**src/rtl/fft_peak_finder_pkg.sv**
```systemverilog
// Shared types and constants for the FFT peak finder: bin word layout,
// magnitude type and controller state encoding.
package fft_peak_finder_pkg;
    localparam int N_BINS = 512;
    localparam int BIN_W  = 9;

    typedef struct packed {
        logic signed [15:0] re;
        logic signed [15:0] im;
    } fft_word_t;

    typedef logic [31:0]      mag_t;
    typedef logic [BIN_W-1:0] bin_t;

    typedef enum logic [1:0] {
        ST_IDLE  = 2'd0,
        ST_ACCUM = 2'd1,
        ST_DRAIN = 2'd2
    } state_e;
endpackage

```
**src/rtl/fft_peak_finder_if.sv**
```systemverilog
// Streaming bin input and peak result bundle between the FFT and the peak finder.
interface fft_peak_finder_if;
    import fft_peak_finder_pkg::*;

    logic        frame_start;
    logic        in_valid;
    logic [31:0] data_in;
    logic        busy;
    logic        result_valid;
    bin_t        peak_bin;
    mag_t        peak_mag;
    logic        no_signal;

    modport master (
        output frame_start, in_valid, data_in,
        input  busy, result_valid, peak_bin, peak_mag, no_signal
    );

    modport slave (
        input  frame_start, in_valid, data_in,
        output busy, result_valid, peak_bin, peak_mag, no_signal
    );
endinterface

```
**src/rtl/fft_peak_finder_mag_sq.sv**
```systemverilog
// Two-stage squared-magnitude unit: registered re^2/im^2 products, then the
// registered unsigned sum. Bin index and last-bin flag travel alongside.
module fft_mag_sq
    import fft_peak_finder_pkg::*;
(
    input  logic      clk,
    input  logic      reset,
    input  logic      flush,
    input  logic      in_vld,
    input  fft_word_t in_word,
    input  bin_t      in_bin,
    input  logic      in_last,
    output logic      out_vld,
    output mag_t      out_mag,
    output bin_t      out_bin,
    output logic      out_last
);
    logic [1:0]         vld_pipe_d, vld_pipe_q;
    logic signed [31:0] re_ext, im_ext;
    logic signed [31:0] prod_re_d, prod_re_q, prod_im_d, prod_im_q;
    bin_t               bin2_d, bin2_q, bin3_d, bin3_q;
    logic               last2_d, last2_q, last3_d, last3_q;
    mag_t               mag_d, mag_q;

    always_comb begin
        re_ext     = 32'($signed(in_word.re));
        im_ext     = 32'($signed(in_word.im));
        prod_re_d  = re_ext * re_ext;
        prod_im_d  = im_ext * im_ext;
        bin2_d     = in_bin;
        last2_d    = in_last;
        // Each square is at most 2^30, so the sum peaks at 2^31 and fits unsigned.
        mag_d      = mag_t'(prod_re_q) + mag_t'(prod_im_q);
        bin3_d     = bin2_q;
        last3_d    = last2_q;
        vld_pipe_d = flush ? 2'b00 : {vld_pipe_q[0], in_vld};
    end

    always_ff @(posedge clk) begin
        if (reset) begin
            vld_pipe_q <= '0;
            prod_re_q  <= '0;
            prod_im_q  <= '0;
            bin2_q     <= '0;
            last2_q    <= 1'b0;
            mag_q      <= '0;
            bin3_q     <= '0;
            last3_q    <= 1'b0;
        end else begin
            vld_pipe_q <= vld_pipe_d;
            prod_re_q  <= prod_re_d;
            prod_im_q  <= prod_im_d;
            bin2_q     <= bin2_d;
            last2_q    <= last2_d;
            mag_q      <= mag_d;
            bin3_q     <= bin3_d;
            last3_q    <= last3_d;
        end
    end

    assign out_vld  = vld_pipe_q[1];
    assign out_mag  = mag_q;
    assign out_bin  = bin3_q;
    assign out_last = last3_q;
endmodule

```
**src/rtl/fft_peak_finder.sv**
```systemverilog
// Finds the strongest in-band bin of one FFT frame: frame FSM, bin counter,
// input register, range gate and running-maximum tracker around fft_mag_sq.
module fft_peak_finder #(
    parameter int          N_BINS  = fft_peak_finder_pkg::N_BINS,
    parameter int          MIN_BIN = 1,
    parameter int          MAX_BIN = 255,
    parameter logic [31:0] THRESH  = 32'd4096
) (
    input  logic              clk,
    input  logic              reset,
    fft_peak_finder_if.slave  bus
);
    import fft_peak_finder_pkg::*;

    localparam bin_t LAST_B = bin_t'(N_BINS - 1);
    localparam bin_t MIN_B  = bin_t'(MIN_BIN);
    localparam bin_t MAX_B  = bin_t'(MAX_BIN);

    state_e    state_d, state_q;
    bin_t      cnt_d, cnt_q;
    logic      s1_vld_d, s1_vld_q, s1_last_d, s1_last_q;
    fft_word_t s1_word_d, s1_word_q;
    bin_t      s1_bin_d, s1_bin_q;
    mag_t      max_mag_d, max_mag_q, best_mag;
    bin_t      max_bin_d, max_bin_q, best_bin;
    mag_t      peak_mag_d, peak_mag_q;
    bin_t      peak_bin_d, peak_bin_q;
    logic      no_signal_d, no_signal_q, result_valid_d, result_valid_q;

    logic      start, accept, upd, done;
    bin_t      bin_idx;
    logic      m_vld, m_last;
    mag_t      m_mag;
    bin_t      m_bin;

    fft_mag_sq u_mag_sq (
        .clk      (clk),
        .reset    (reset),
        .flush    (start),
        .in_vld   (s1_vld_q),
        .in_word  (s1_word_q),
        .in_bin   (s1_bin_q),
        .in_last  (s1_last_q),
        .out_vld  (m_vld),
        .out_mag  (m_mag),
        .out_bin  (m_bin),
        .out_last (m_last)
    );

    always_comb begin
        start   = bus.frame_start;
        // A start pulse arms the frame in the same cycle, so its word is bin 0.
        accept  = bus.in_valid && (start || state_q == ST_ACCUM);
        bin_idx = start ? '0 : cnt_q;

        s1_vld_d  = accept;
        s1_word_d = fft_word_t'(bus.data_in);
        s1_bin_d  = bin_idx;
        s1_last_d = (bin_idx == LAST_B);

        cnt_d = cnt_q;
        if (start)       cnt_d = accept ? bin_t'(1) : '0;
        else if (accept) cnt_d = cnt_q + bin_t'(1);

        // Stale words from an aborted frame are flushed; ignore the one in flight.
        upd      = m_vld && !start && (m_bin >= MIN_B) && (m_bin <= MAX_B) && (m_mag > max_mag_q);
        done     = m_vld && !start && m_last;
        best_mag = upd ? m_mag : max_mag_q;
        best_bin = upd ? m_bin : max_bin_q;

        max_mag_d = best_mag;
        max_bin_d = best_bin;
        if (start) begin
            max_mag_d = '0;
            max_bin_d = MIN_B;
        end

        result_valid_d = done;
        peak_mag_d     = peak_mag_q;
        peak_bin_d     = peak_bin_q;
        no_signal_d    = no_signal_q;
        if (done) begin
            peak_mag_d  = best_mag;
            peak_bin_d  = best_bin;
            no_signal_d = (best_mag < THRESH);
        end

        state_d = state_q;
        if (start) begin
            state_d = ST_ACCUM;
        end else begin
            case (state_q)
                ST_ACCUM: if (accept && cnt_q == LAST_B) state_d = ST_DRAIN;
                ST_DRAIN: if (done) state_d = ST_IDLE;
                default:  state_d = state_q;
            endcase
        end
    end

    always_ff @(posedge clk) begin
        if (reset) begin
            state_q        <= ST_IDLE;
            cnt_q          <= '0;
            s1_vld_q       <= 1'b0;
            s1_word_q      <= '0;
            s1_bin_q       <= '0;
            s1_last_q      <= 1'b0;
            max_mag_q      <= '0;
            max_bin_q      <= MIN_B;
            peak_mag_q     <= '0;
            peak_bin_q     <= '0;
            no_signal_q    <= 1'b1;
            result_valid_q <= 1'b0;
        end else begin
            state_q        <= state_d;
            cnt_q          <= cnt_d;
            s1_vld_q       <= s1_vld_d;
            s1_word_q      <= s1_word_d;
            s1_bin_q       <= s1_bin_d;
            s1_last_q      <= s1_last_d;
            max_mag_q      <= max_mag_d;
            max_bin_q      <= max_bin_d;
            peak_mag_q     <= peak_mag_d;
            peak_bin_q     <= peak_bin_d;
            no_signal_q    <= no_signal_d;
            result_valid_q <= result_valid_d;
        end
    end

    assign bus.busy         = (state_q != ST_IDLE);
    assign bus.result_valid = result_valid_q;
    assign bus.peak_bin     = peak_bin_q;
    assign bus.peak_mag     = peak_mag_q;
    assign bus.no_signal    = no_signal_q;
endmodule

```
**src/flat_wrapper.sv**
```systemverilog
// flat-port wrapper written by rule: the top's interface ports become plain ports
module fft_peak_finder_flat import fft_peak_finder_pkg::*;
#(
    parameter int          N_BINS  = fft_peak_finder_pkg::N_BINS,
    parameter int          MIN_BIN = 1,
    parameter int          MAX_BIN = 255,
    parameter logic [31:0] THRESH  = 32'd4096
)
  (clk, reset, bus_frame_start, bus_in_valid, bus_data_in, bus_busy, bus_result_valid, bus_peak_bin, bus_peak_mag, bus_no_signal);
  fft_peak_finder_if bus_i ();
  input  logic clk;
  input  logic reset;
  input wire logic [$bits(bus_i.frame_start)-1:0] bus_frame_start;
  input wire logic [$bits(bus_i.in_valid)-1:0] bus_in_valid;
  input wire logic [$bits(bus_i.data_in)-1:0] bus_data_in;
  output wire logic [$bits(bus_i.busy)-1:0] bus_busy;
  output wire logic [$bits(bus_i.result_valid)-1:0] bus_result_valid;
  output wire logic [$bits(bus_i.peak_bin)-1:0] bus_peak_bin;
  output wire logic [$bits(bus_i.peak_mag)-1:0] bus_peak_mag;
  output wire logic [$bits(bus_i.no_signal)-1:0] bus_no_signal;
  assign bus_i.frame_start = bus_frame_start;
  assign bus_i.in_valid = bus_in_valid;
  assign bus_i.data_in = bus_data_in;
  assign bus_busy = bus_i.busy;
  assign bus_result_valid = bus_i.result_valid;
  assign bus_peak_bin = bus_i.peak_bin;
  assign bus_peak_mag = bus_i.peak_mag;
  assign bus_no_signal = bus_i.no_signal;
  fft_peak_finder #(.N_BINS(N_BINS), .MIN_BIN(MIN_BIN), .MAX_BIN(MAX_BIN), .THRESH(THRESH)) u_core (.clk(clk), .reset(reset), .bus(bus_i));
endmodule
```
**config.mk**
```make
export PLATFORM = sky130hd
export DESIGN_NAME = fft_peak_finder_flat
export DESIGN_NICKNAME = d
export VERILOG_FILES = /design/src/rtl/fft_peak_finder_pkg.sv /design/src/rtl/fft_peak_finder_if.sv /design/src/rtl/fft_peak_finder_mag_sq.sv /design/src/rtl/fft_peak_finder.sv /design/src/flat_wrapper.sv
export SDC_FILE = /design/constraint.sdc
export NUM_CORES = 2
export LEC_CHECK = 0
export ABC_AREA = 1
export ABC_CLOCK_PERIOD_IN_PS = 5900
export CORE_MARGIN = 4
export CORE_UTILIZATION = 25
export CTS_BUF_LIST = sky130_fd_sc_hd__clkbuf_8
export DETAILED_ROUTE_END_ITERATION = 10
export GPL_TIMING_DRIVEN = 0
export RECOVER_POWER = 100
export SETUP_SLACK_MARGIN = 0.15
export SKIP_CTS_REPAIR_TIMING = 1
export SLEW_MARGIN = 20
export SYNTH_ARGS = -nofsm -noshare
export SYNTH_HDL_FRONTEND = slang
export SYNTH_HIERARCHICAL = 1
export SYNTH_SLANG_ARGS = --single-unit
```
**constraint.sdc**
```tcl
create_clock -name clk -period 5.9 [get_ports clk]
set_input_delay 1.475 -clock clk [delete_from_list [all_inputs] [get_ports clk]]
set_output_delay 1.475 -clock clk [all_outputs]
set_load 0.01 [all_outputs]
```
==> run_results.csv <==
group,metric,value,unit
logic_synthesis,yosys.area.top_type_share,30.8,%
global_routing,grt_max_degree,15,
power_and_ir_drop,p_switching,4.98,mW
outcome,outcome,"finished clean",
logic_synthesis,syn_inst,4012,
place,port_buffers,79,
job,cap_violations,0,
layout,nNetsFinal,4923,
floorplan,die_w,357,um
logic_synthesis,yosysWarnings,6,
critical_path,cp_max_fo,10,
power_and_ir_drop,pwr-share-seq,20.2,%
floorplan,initial_core_util,25.3,%
sta,setup_tns,0,ps
global_routing,antenna_found_initial,4,
floorplan,rows,127,
sta,setup_viol,0,
critical_path,arrival,6130,ps
clock_tree,root_buffer,"clkbuf_8",
place,dp_hpwl,66.6,mm
route,first_iter_violations,1388,
route,drc_errors,0,
logic_synthesis,synth.most_common_cell,"inv_1",
sta,worst_hold_slack,396,ps
clock_tree,cts_buffers,45,
global_routing,grt_overflow,0,
clock_tree,cts_tree,"yes",
clock_tree,clkTransAtPathRegs,60,ps
logic_synthesis,synthesis.nets,4760,
sta,timing.fmax,0.179,GHz
clock_tree,clock-sinks,254,
logic_synthesis,ys_seq_elements,254,
logic_synthesis,syn-mean-instance-area,7.57,um2
sta,period_share,94.5,%
power_and_ir_drop,power.internal,5.30,mW
logic_synthesis,synth-seq-area-share,16.7,%
sta,slew_viol_final,0,
logic_synthesis,async_flop_share,0,%
clock_tree,cts_max_level,2,
logic_synthesis,synth.largest_area_cell,"fa_1",
critical_path,worstSetupEndpointType,"register",
global_routing,grt_pass1_vias,24815,
route,num_vias,24310,
critical_path,worst_ep_required_time,6450,ps
sta,period_minus_slack,5580,ps
power_and_ir_drop,swShare,48.5,%
global_routing,globalRouteTotalUtil,12.5,%
floorplan,pin_count,80,
floorplan,die_h,357,um
route,drt_wl_total,78.6,mm
layout,multi_input_area,21100,um2
layout,fillers,13027,
layout,finalInstanceArea,35300,um2
power_and_ir_drop,p_leak,19.3,nW
place,dpl-instance-area,33200,um2
layout,layout-drive-gt1-share,8.89,%
place,gp_congestion,0.908,
power_and_ir_drop,power_frac_comb,62.7,%
logic_synthesis,yosysUniqueCellTypes,50,
logic_synthesis,yosys-top-cells-area,"fa_1 31%, dfxtp_1 17%, inv_1 14%",
logic_synthesis,ys.flop_type,"dfxtp_1",
power_and_ir_drop,vdd_drop_max,0.199,mV
global_routing,grt_pass1_wl,128,mm
route,routedWlPerCell,13.5,um
hold_path,hp-class,"register to register",
sta,max_slew.worst_pin.slew,1330,ps
clock_tree,cts_buffer_depth,3,
critical_path,worstSetupStartpointType,"register",
critical_path,path_class,"register to register",
clock_tree,clock_latency,680,ps
sta,finalHoldViolCount,0,
sta,finClkSkew,95.4,ps
route,via_per_inst,4.18,
power_and_ir_drop,power.density,292,nW/um2
logic_synthesis,synth_edf_count,0,
floorplan,coreArea,120000,um2
sta,rsz0062_at_grt,"yes",
floorplan,die-area,127000,um2
layout,syn2layout_area_growth,16.1,%
layout,final-seq-area,5100,um2
logic_synthesis,synth_top_cells_by_count,"1093 x inv_1, 913 x nand2_1, 468 x fa_1",
power_and_ir_drop,pwr-share-clk,17.1,%
logic_synthesis,synth_area,30400,um2
route,antenna_left,0,
route,firstDrtPassIters,5,
sta,max_slew_margin,11.4,%
through the flow:
stage	power [mW]	worst slack, ps	cells	utilization [%]
2_1_floorplan	6.40	364	4012	-
3_3_place_gp	7.99	-735	5703	27.6
3_5_place_dp	8.02	-759	5703	27.6
4_1_cts	9.87	-799	5782	28.4
5_1_grt	11.4	49.7	5820	29.3
6_report	10.3	322	5820	29.3
kinds of logic after synthesis:
| logic type | after synthesis | share of synthesized area [%] |
|---|---|---|
| compound gates | 304 | 5.82 |
| xor+xnor | 25 | 0.721 |
| simple gates | 1504 | 20.7 |
| fa+ha+maj | 712 | 40.9 |
| flops | 254 | 16.7 |
| buf+inv | 1213 | 15.1 |
state kept, by name, summed over array words and instances (netlist names), 31 cells and up:
signal	cells
u_core/s1_word_q	32
u_core/max_mag_q	32
u_core/u_mag_sq/out_mag	32
u_core/bus.peak_mag	32
u_core/u_mag_sq/prod_re_q	31
u_core/u_mag_sq/prod_im_q	31
routing by layer:
metal	part of all wire, %	vias up	track usage, %
met3	5.5	108	1.63
met4	2.2	6	2.85
met5	0.043	-	0
met1	45	11625	16.5
met2	48	514	21.7
li1	-	12057	-
final cells by class:
cell class,instances,area share (%)
multi-input combinational,2545,59.9
sequential,254,14.5
inverter,1108,11.8
tap,1612,5.72
timing repair buffer,116,3.08
buffer,105,2.27
clock buffer,53,2.07
clock inverter,26,0.656
antenna,1,0.00710
critical path, cell delays in order, from the launching register on:
cell and delay [ps]:
dfxtp_1 340, clkbuf_4 240, buf_6 180, nand2_1 100, fa_1 520, fa_1 530, fa_1 530, inv_1 60
fa_1 490, fa_1 500, inv_1 50, fa_1 470, inv_1 60, ha_4 250, nand2_1 150, inv_1 70
a21oi_1 290, nand3_2 170, nand2_1 150, inv_1 50, nor2_1 80, nand2_1 60, nand2_1 70, nor2_2 50
power groups by stage:
stage | clock network, mW | registers (mW) | logic (mW)
2_1_floorplan | 0 | 2.05 | 4.35
3_3_place_gp | 0 | 2.11 | 5.88
3_5_place_dp | 0 | 2.11 | 5.91
4_1_cts | 1.84 | 2.08 | 5.96
5_1_grt | 1.92 | 2.09 | 7.36
6_report | 1.76 | 2.07 | 6.45
final timing paths:
kind | startpoint | end | slack (ps) | cells after the start
max reg2reg | u_core/s1_word_q[27]$_SDFF_PP0_ | u_core/u_mag_sq/prod_re_q[31]$_SDFF_PP0_ | 320 | 23
min | u_core/u_mag_sq/last2_q$_SDFF_PP0_ | u_core/u_mag_sq/out_last$_SDFF_PP0_ | 400 | 2
min reg2reg | u_core/u_mag_sq/last2_q$_SDFF_PP0_ | u_core/u_mag_sq/out_last$_SDFF_PP0_ | 400 | 2
max | u_core/s1_word_q[27]$_SDFF_PP0_ | u_core/u_mag_sq/prod_re_q[31]$_SDFF_PP0_ | 320 | 23
placed cells by master, fill, tap and decap left out, drive strengths merged, types with 8 or more instances in the layout:
cell,instances
a21oi,145
and2,13
buf,97
clkbuf,98
clkdlybuf4s50,33
dfxtp,254
dlygate4sd3,46
fa,468
ha,244
inv,1120
nand2,940
nand3,109
nand3b,15
nand4,25
nor2,356
nor3,26
o211ai,38
o21a,15
o21ai,66
o21bai,21
or2,11
xnor2,8
xor2,17
Power figures use the tool's default switching activity.
